$ cat src/rtl/elastic_pipe_reg.sv
// Elastic pipeline stage: valid/ready handshake with a one-entry skid buffer; zero ctrl marks a bubble.
// Optional saturating stall counter enabled by defining ELASTIC_PIPE_STALL_CNT_EN.
module elastic_pipe_reg #(
   parameter int DATA_W = 64,
   parameter int CTRL_W = 5,
   parameter int CNT_W  = 16
) (
   input  logic              clk,
   input  logic              rst,
   input  logic              flush,
   input  logic              in_valid,
   output logic              in_ready,
   input  logic [DATA_W-1:0] in_data,
   input  logic [CTRL_W-1:0] in_ctrl,
   output logic              out_valid,
   input  logic              out_ready,
   output logic [DATA_W-1:0] out_data,
   output logic [CTRL_W-1:0] out_ctrl
`ifdef ELASTIC_PIPE_STALL_CNT_EN
   ,
   output logic [CNT_W-1:0]  stall_cnt
`endif
);

   // State encoding doubles as {skid valid, main valid}.
   typedef enum logic [1:0] {
      ST_EMPTY = 2'b00,
      ST_FULL  = 2'b01,
      ST_SKID  = 2'b11
   } state_t;

   state_t              r_state;
   state_t              w_state_nxt;
   logic [DATA_W-1:0]   r_m_data;
   logic [CTRL_W-1:0]   r_m_ctrl;
   logic [DATA_W-1:0]   r_s_data;
   logic [CTRL_W-1:0]   r_s_ctrl;
   logic                w_m_valid;
   logic                w_s_valid;
   logic                w_in_fire;
   logic                w_out_fire;
   logic                w_load_m_in;
   logic                w_load_m_skid;
   logic                w_load_s_in;
   logic                w_clr_m;
   logic                w_clr_s;

   assign w_m_valid  = r_state[0];
   assign w_s_valid  = r_state[1];
   assign in_ready   = ~w_s_valid;
   assign out_valid  = w_m_valid;
   assign out_data   = r_m_data;
   assign out_ctrl   = w_m_valid ? r_m_ctrl : '0;
   assign w_in_fire  = in_valid & ~w_s_valid;
   assign w_out_fire = w_m_valid & out_ready;

   always_ff @(posedge clk or posedge rst) begin
      if (rst) r_state <= ST_EMPTY;
      else     r_state <= w_state_nxt;
   end

   always_comb begin
      w_state_nxt   = r_state;
      w_load_m_in   = 1'b0;
      w_load_m_skid = 1'b0;
      w_load_s_in   = 1'b0;
      w_clr_m       = 1'b0;
      w_clr_s       = 1'b0;
      case (r_state)
         ST_EMPTY: begin
            if (w_in_fire) begin
               w_load_m_in = 1'b1;
               w_state_nxt = ST_FULL;
            end
         end
         ST_FULL: begin
            if (w_in_fire && w_out_fire) begin
               w_load_m_in = 1'b1;
            end else if (w_in_fire) begin
               w_load_s_in = 1'b1;
               w_state_nxt = ST_SKID;
            end else if (w_out_fire) begin
               w_clr_m     = 1'b1;
               w_state_nxt = ST_EMPTY;
            end
         end
         ST_SKID: begin
            if (w_out_fire) begin
               w_load_m_skid = 1'b1;
               w_clr_s       = 1'b1;
               w_state_nxt   = ST_FULL;
            end
         end
         default: begin
            w_clr_m     = 1'b1;
            w_clr_s     = 1'b1;
            w_state_nxt = ST_EMPTY;
         end
      endcase
      // Flush overrides everything; a same-cycle out_fire is simply consumed.
      if (flush) begin
         w_load_m_in   = 1'b0;
         w_load_m_skid = 1'b0;
         w_load_s_in   = 1'b0;
         w_clr_m       = 1'b1;
         w_clr_s       = 1'b1;
         w_state_nxt   = ST_EMPTY;
      end
   end

   always_ff @(posedge clk or posedge rst) begin
      if (rst) begin
         r_m_data <= '0;
         r_m_ctrl <= '0;
      end else if (w_clr_m) begin
         r_m_data <= '0;
         r_m_ctrl <= '0;
      end else if (w_load_m_in) begin
         r_m_data <= in_data;
         r_m_ctrl <= in_ctrl;
      end else if (w_load_m_skid) begin
         r_m_data <= r_s_data;
         r_m_ctrl <= r_s_ctrl;
      end
   end

   always_ff @(posedge clk or posedge rst) begin
      if (rst) begin
         r_s_data <= '0;
         r_s_ctrl <= '0;
      end else if (w_clr_s) begin
         r_s_data <= '0;
         r_s_ctrl <= '0;
      end else if (w_load_s_in) begin
         r_s_data <= in_data;
         r_s_ctrl <= in_ctrl;
      end
   end

`ifdef ELASTIC_PIPE_STALL_CNT_EN
   logic [CNT_W-1:0] r_stall_cnt;

   // Only reset clears the counter; flush deliberately leaves it alone.
   always_ff @(posedge clk or posedge rst) begin
      if (rst)
         r_stall_cnt <= '0;
      else if (w_m_valid && !out_ready && !(&r_stall_cnt))
         r_stall_cnt <= r_stall_cnt + {{(CNT_W-1){1'b0}}, 1'b1};
   end

   assign stall_cnt = r_stall_cnt;
`else
   logic [CNT_W-1:0] w_unused_cnt;
   assign w_unused_cnt = '0;
`endif

endmodule
$ cat config.mk
export PLATFORM = sky130hd
export DESIGN_NAME = elastic_pipe_reg
export DESIGN_NICKNAME = d
export VERILOG_FILES = /design/src/rtl/elastic_pipe_reg.sv
export SDC_FILE = /design/constraint.sdc
export NUM_CORES = 1
export LEC_CHECK = 0
export ABC_AREA = 1
export BUFFER_PORTS_ARGS = -buffer_cell sky130_fd_sc_hd__buf_2
export CORE_ASPECT_RATIO = 0.8
export CORE_MARGIN = 3
export CORE_UTILIZATION = 30
export DETAILED_ROUTE_END_ITERATION = 16
export GPL_TIMING_DRIVEN = 0
export HOLD_SLACK_MARGIN = 0.08
export SYNTH_ARGS = -nofsm -noshare
export SYNTH_HDL_FRONTEND = slang
export SYNTH_SLANG_ARGS = --single-unit
$ cat constraint.sdc
create_clock -name clk -period 4.4 [get_ports clk]
set_input_delay 0 -clock clk [delete_from_list [all_inputs] [get_ports clk]]
set_output_delay 0 -clock clk [all_outputs]
set_load 0.01 [all_outputs]
# --- After elaboration in Yosys (flattened, before gate mapping) ---
# Cells that the tools add are included.
totals:
  register_bits: 140
  input_bits: 74
  output_inout_bits: 71
  word_cells: 55
classes:
  eq_ne: 6
  mux: 34
  bitwise: 3
  reduce_logical: 7
op_table:
  columns: ["op", "count"]
  rows:
  - ["64-bit 2-to-1 mux", 5]
  - ["5-bit 2-to-1 mux", 6]
  - ["1-bit 2-to-1 mux", 13]
  - ["2-bit 2-to-1 mux", 6]
  - ["3-bit inequality test (second input constant)", 3]
  - ["1-bit case mux with 2 select lines", 3]
  - ["2-bit case mux with 3 select lines", 1]
  - ["4-bit inequality test (second input constant)", 1]
  - ["4-bit AND reduction", 1]
  - ["2-bit OR reduction", 2]
  - ["3-bit nonzero test", 1]
  - ["1-bit bitwise AND", 2]
  - ["2-bit by 1-bit == test with 1-bit output (second input constant)", 1]
  - ["2-bit == test (second input constant)", 1]
  - ["2-bit zero test", 1]
  - ["2-bit nonzero test", 1]
  - ["1-bit logical AND", 1]
  - ["1-bit NOT", 1]

# --- Longest topological paths before layout ---
logic_depth:
  depth_word: 8
  ltp_mapped: 12
  ltp_nobuf: 10

# --- Worst setup path after synthesis ---
# Ideal clock, no wire load.
synth_path:
  path_kind: "reg2reg"
  from: "reg r_state[0]"
  to: "reg r_m_data[0], in the netlist out_data[0]"
  setup_time_ns: 0.066
  arrival_ns: 1.769
  t_required_ns: 4.334
  slack_ns: 2.565
  stages_incl_launch_ff: 11
  n_path_buf: 3
  synth_period_minus_slack_ns: 1.835
  cell_sequence: "dfrtp_1 buf_6 inv_1 ha_1 nand2_1 nand2_1 a21oi_2 buf_2 buf_2 nand4_1 nand2_1"
synth_via:
  elab_chain_cells: 7
  word_cells_on_any_way: 19
  classes_between: "2 x eq/ne; 12 x mux; 1 x bitwise; 4 x reduce/logical"
synth_lines:
  columns: ["item", "line", "rtl"]
  rows:
  - ["start: declaration", "32", "state_t r_state;"]
  - ["start signal: assignment", "59", "else r_state <= w_state_nxt;"]
  - ["1-bit bitwise AND", "55", "assign w_out_fire = w_m_valid & out_ready;"]
  - ["1-bit 2-to-1 mux / 1-bit logical AND (equally long branches)", "82, 88, 77", null]
  - ["1-bit 2-to-1 mux, on equally long branches", "79, 77", null]
  - ["1-bit 2-to-1 mux / 1-bit case mux with 2 select lines (equally long branches)", "77, 69", null]
  - ["1-bit case mux with 2 select lines / 1-bit 2-to-1 mux (equally long branches)", "69, 101", null]
  - ["1-bit 2-to-1 mux / 64-bit 2-to-1 mux (equally long branches)", "101, 118", null]
  - ["3-bit nonzero test (no source line) / 64-bit 2-to-1 mux (equally long branches)", null, null]
  - ["end signal: assignment", "119", "r_m_data <= in_data;"]
  - ["end signal: assignment", "122", "r_m_data <= r_s_data;"]
  - ["end: declaration", "34", "logic [DATA_W-1:0] r_m_data;"]
# Several ways; a longest one is shown, not always the timed one.
# A chain may end at the register's enable or synchronous reset.

# --- Final worst setup path ---
layout_path:
  from: "reg r_state[0]"
  to: "reg r_m_data[2], in the netlist out_data[2]"
# Same word-level chain as after synthesis.

==> impl_results.html <==
<table>
<tr><th>Metric</th><th>Value</th></tr>
<tr><th colspan="2">Status</th></tr>
<tr><td>Status</td><td>finished clean</td></tr>
<tr><th colspan="2">Power and ir drop</th></tr>
<tr><td>Power density of the placed cells</td><td>around 450 nW/um^2</td></tr>
<tr><td>Fraction of power consumed by the clock network</td><td>0.386</td></tr>
<tr><td>Cell leakage power</td><td>approximately 0.0053 uW</td></tr>
<tr><td>Largest vdd supply drop</td><td>~0.22 mV</td></tr>
<tr><td>Comb pwr share</td><td>0.260</td></tr>
<tr><td>Switching part of the total</td><td>0.340</td></tr>
<tr><td>Switching power summed over all nets</td><td>between 1000 and 1500 uW</td></tr>
<tr><td>Internal power</td><td>2740 uW</td></tr>
<tr><td>Sequential cell fraction of total power</td><td>0.354</td></tr>
<tr><th colspan="2">Placement</th></tr>
<tr><td>Post-detailed-placement half-perimeter wirelength</td><td>13,600 um</td></tr>
<tr><td>Instance count after placement with tap cells included</td><td>between 1,000 and 1,500</td></tr>
<tr><td>Area post-placement</td><td>between 7000 and 8000 um^2</td></tr>
<tr><td>Count of buffers inserted at the top-level ports</td><td>144</td></tr>
<tr><td>Placer's final routability congestion estimate</td><td>a little under 0.8</td></tr>
<tr><th colspan="2">Logic synthesis</th></tr>
<tr><td>Number of warnings printed during yosys synthesis</td><td>0</td></tr>
<tr><td>Leading cell types by count after synthesis</td><td>nand2_1 (498), dfrtp_1 (140), nand3_1 (75)</td></tr>
<tr><td>Mean post-synth cell area</td><td>~7.6 um^2</td></tr>
<tr><td>Synth cell types</td><td>23</td></tr>
<tr><td>Count of flip-flops with a built-in enable after synthesis</td><td>0</td></tr>
<tr><td>Most repeated cell in the gate-level netlist after synthesis</td><td>nand2_1</td></tr>
<tr><td>Async set-or-reset flop fraction in the synthesized netlist</td><td>1.00</td></tr>
<tr><td>Syn_nets</td><td>961</td></tr>
<tr><td>Fraction of the yosys area taken by sequential cells</td><td>0.520</td></tr>
<tr><td>Largest cells by area after synthesis</td><td>dfrtp_1 (52%), nand2_1 (28%), nand4_1 (6.5%)</td></tr>
<tr><td>Synth Instances</td><td>883</td></tr>
<tr><td>Library cell occupying the most area in the post-synthesis netlist</td><td>dfrtp_1</td></tr>
<tr><td>Top_reg_cell synth</td><td>dfrtp_1</td></tr>
<tr><td>Share of the synthesized area in the top cell type</td><td>0.520</td></tr>
<tr><td>FF+latch count, synth</td><td>140</td></tr>
<tr><td>Summed instance area of the synthesized netlist</td><td>between 6000 and 7000 um^2</td></tr>
<tr><th colspan="2">Floorplan</th></tr>
<tr><td>Initial cell density of the core</td><td>0.309</td></tr>
<tr><td>Die Area</td><td>around 24,000 um^2</td></tr>
<tr><td>Site row count</td><td>48</td></tr>
<tr><td>Total core area</td><td>21,800 um^2</td></tr>
<tr><td>Vert. Die Dim</td><td>140 um</td></tr>
<tr><td>Chip width</td><td>174 um</td></tr>
<tr><td>Number of top-level pins</td><td>roughly 150</td></tr>
<tr><th colspan="2">Worst setup path</th></tr>
<tr><td>CP top delay family</td><td>buffers and inverters</td></tr>
<tr><td>Critical path arrival</td><td>~2.8 ns</td></tr>
<tr><td>Buf/Inv on CP</td><td>4</td></tr>
<tr><td>Critical path required time</td><td>~4.8 ns</td></tr>
<tr><td>Critical path endpoint category</td><td>register</td></tr>
<tr><td>Critical path fanouts, max</td><td>10</td></tr>
<tr><td>Max stage delay cell, worst path</td><td>a21oi_2</td></tr>
<tr><td>Cells along the critical path</td><td>buf_6 &gt; inv_1 &gt; ha_1 &gt; nand2_1 &gt; nand2_1 &gt; a21oi_2 &gt; buf_2 &gt; buf_2 &gt; nand4_1 &gt; nand2_1</td></tr>
<tr><td>Category of the most critical setup path</td><td>register to register</td></tr>
<tr><td>Startpoint Class</td><td>register</td></tr>
<tr><td>Cell mode on critical path</td><td>nand2_1</td></tr>
<tr><td>Longest individual stage delay on the worst path</td><td>roughly 0.46 ns</td></tr>
<tr><th colspan="2">Global routing</th></tr>
<tr><td>Global-route usage over all layers</td><td>0.176</td></tr>
<tr><td>Number of antenna violations at the first check in global routing</td><td>0</td></tr>
<tr><td>Congestion Overflow GR</td><td>0</td></tr>
<tr><td>Wire length of the first global-routing pass</td><td>34,300 um</td></tr>
<tr><td>Largest net degree at the start of global routing</td><td>81</td></tr>
<tr><td>Number of global-route vias before repair</td><td>6,381</td></tr>
<tr><th colspan="2">Timing</th></tr>
<tr><td>Max-slew violation count</td><td>0</td></tr>
<tr><td>Sum of negative setup slack</td><td>0 ns</td></tr>
<tr><td>Worst clock skew</td><td>roughly 0.0063 ns</td></tr>
<tr><td>Maximum frequency from static timing analysis</td><td>~0.41 GHz</td></tr>
<tr><td>Fin crit share</td><td>0.559</td></tr>
<tr><td>Worst slew slack as a fraction of its limit</td><td>0.601</td></tr>
<tr><td>Worst Max-Slew Pin Slew</td><td>roughly 0.6 ns</td></tr>
<tr><td>RSZ-0062 raised after global routing</td><td>no</td></tr>
<tr><td>Final critical path time including I/O delays and setup</td><td>roughly 2.5 ns</td></tr>
<tr><td>Final Hold Violating Endpoints</td><td>0</td></tr>
<tr><td># setup viols final</td><td>0</td></tr>
<tr><th colspan="2">Layout</th></tr>
<tr><td>Cell area after layout</td><td>about 9000 um^2</td></tr>
<tr><td>Total of fill cells in the finished design</td><td>between 2,000 and 2,500</td></tr>
<tr><td>Ratio of cells with drive above 1 in the final layout</td><td>0.201</td></tr>
<tr><td>Number of standard cells in the final layout excluding fillers</td><td>roughly 1,400</td></tr>
<tr><td>Area Overhead vs Synth</td><td>37.2%</td></tr>
<tr><td>Inserted Diodes</td><td>0</td></tr>
<tr><td>Net count of the finished layout</td><td>approximately 1,200</td></tr>
<tr><th colspan="2">Detailed routing</th></tr>
<tr><td>Post-DR wirelength/cell</td><td>approximately 15 um</td></tr>
<tr><td>Count of TritonRoute iterations in the first routing pass</td><td>7</td></tr>
<tr><td>Total vias in the final route</td><td>between 6,000 and 7,000</td></tr>
<tr><td>WL met3</td><td>roughly 1300 um</td></tr>
<tr><td>Total routed wirelength</td><td>roughly 21,000 um</td></tr>
<tr><td>Post-route DRC</td><td>0</td></tr>
<tr><td>Wl on met1</td><td>between 10,000 and 15,000 um</td></tr>
<tr><td>Initial drt markers</td><td>~550</td></tr>
<tr><td>Top layer in use</td><td>met4</td></tr>
<tr><td>Length of routed met2 wiring</td><td>9160 um</td></tr>
<tr><td>Antenna violation net count after detailed routing</td><td>0</td></tr>
<tr><td>Post-DR vias/cell</td><td>roughly 4.7</td></tr>
<tr><th colspan="2">Clock tree</th></tr>
<tr><td>Cell chosen for the clock root</td><td>clkbuf_16</td></tr>
<tr><td>CTS Buf Count</td><td>17</td></tr>
<tr><td>Later-pin clock latency in the skew report</td><td>roughly 0.43 ns</td></tr>
<tr><td>Clock sink count</td><td>between 100 and 150</td></tr>
<tr><td>Buffer levels on the longest clock path</td><td>2</td></tr>
<tr><td>Reg clk slew, reported paths</td><td>about 0.06 ns</td></tr>
<tr><td>Number of buffers inserted to repair setup after CTS</td><td>0</td></tr>
<tr><td>Max H-tree Level</td><td>4</td></tr>
<tr><td>Number of hold buffers added after CTS</td><td>73</td></tr>
<tr><td>Number of cells upsized or downsized after cts</td><td>0</td></tr>
<tr><td>Clock tree from TritonCTS</td><td>built</td></tr>
<tr><th colspan="2">Flow run</th></tr>
<tr><td>MaxCap Viol Count</td><td>0</td></tr>
<tr><th colspan="2">Hold path</th></tr>
<tr><td>Worst min path class</td><td>input port to asynchronous set/reset pin</td></tr>
</table>
## power by group through the flow
stage / Combinational [uW] / Clock, uW / Sequential, uW
after floorplan: 662 / 0 / 1490
after global placement: 1020 / 0 / 1490
after detailed placement: 1030 / 0 / 1490
after CTS: 1090 / 1630 / 1470
after global routing: 1210 / 1690 / 1480
final: 1080 / 1610 / 1470
## logic make-up after synthesis
group / synth area share
and+or+nand+nor: 0.414
DFF: 0.520
buffers and inverters: 0.0539
adders and majority gates: 0.00743
AOI/OAI and AO/OA: 0.00446
## through the flow
step                setup WS [ns]  hold WS, ns  utilization  total power [uW]
floorplan                   0.647        0.117            -              2160
global placement            -1.32        0.224        0.359              2510
detailed placement           1.95        0.120        0.361              2520
CTS                          1.93        0.217        0.424              4190
global route                 1.76        0.244        0.424              4390
finish                       1.94        0.194        0.424              4160
## routing by layer
| metal | up-vias | track usage |
|---|---|---|
| met3 | 17 | 0.0428 |
| met4 | 0 | 0.0409 |
| met5 | - | 0 |
| met1 | 3178 | 0.257 |
| li1 | 3307 | - |
| met2 | 224 | 0.264 |
## worst reg2reg max path: stages (launching register included)
cell and delay, ns:
dfrtp_1 0.41, buf_6 0.17, inv_1 0.07, ha_1 0.30, nand2_1 0.07, nand2_1 0.07
a21oi_2 0.46, buf_2 0.37, buf_2 0.27, nand4_1 0.12, nand2_1 0.09
## registers in the layout, indices dropped and copies added, names as in the netlist
register and count:
r_state 2, r_m_ctrl 5, out_data 64, r_s_ctrl 5, r_s_data 64
## cell type report
class | count | area [um^2] | share of cell area
multi-input cells | 664 | 2870 | 0.310
inverters | 14 | 57.6 | 0.00623
repair buffers | 218 | 1480 | 0.160
clock inverters | 14 | 216 | 0.0234
flip-flops and latches | 140 | 3500 | 0.379
clock buffers | 18 | 429 | 0.0465
well taps | 300 | 375 | 0.0406
plain buffers | 65 | 310 | 0.0336
## final timing paths
| kind | from | endpoint | slack (ns) | cells past startpoint |
|---|---|---|---|---|
| worst max-delay path | r_state[0] | out_data[2] | 1.94 | 10 |
| worst min-delay path | rst | out_data[32] | 0.19 | 3 |
| worst max register to register | r_state[0] | out_data[2] | 1.94 | 10 |
| worst min register to register | r_s_data[62] | r_s_data[62] | 0.47 | 2 |
| max in group asynchronous | rst | out_data[4] | 3.40 | 4 |
| min in group clk | in_data[42] | r_s_data[42] | 0.32 | 4 |
## cell usage in the layout, fill, tap and decap left out, types with 5 or more instances in the layout
cell / count
inv_1: 9
clkbuf_16: 17
nand3_1: 75
nand2_1: 498
clkbuf_1: 29
buf_4: 6
bufinv_16: 5
dfrtp_1: 140
dlygate4sd3_1: 73
buf_2: 173
nand4_1: 70
Power figures use the tool's default switching activity.
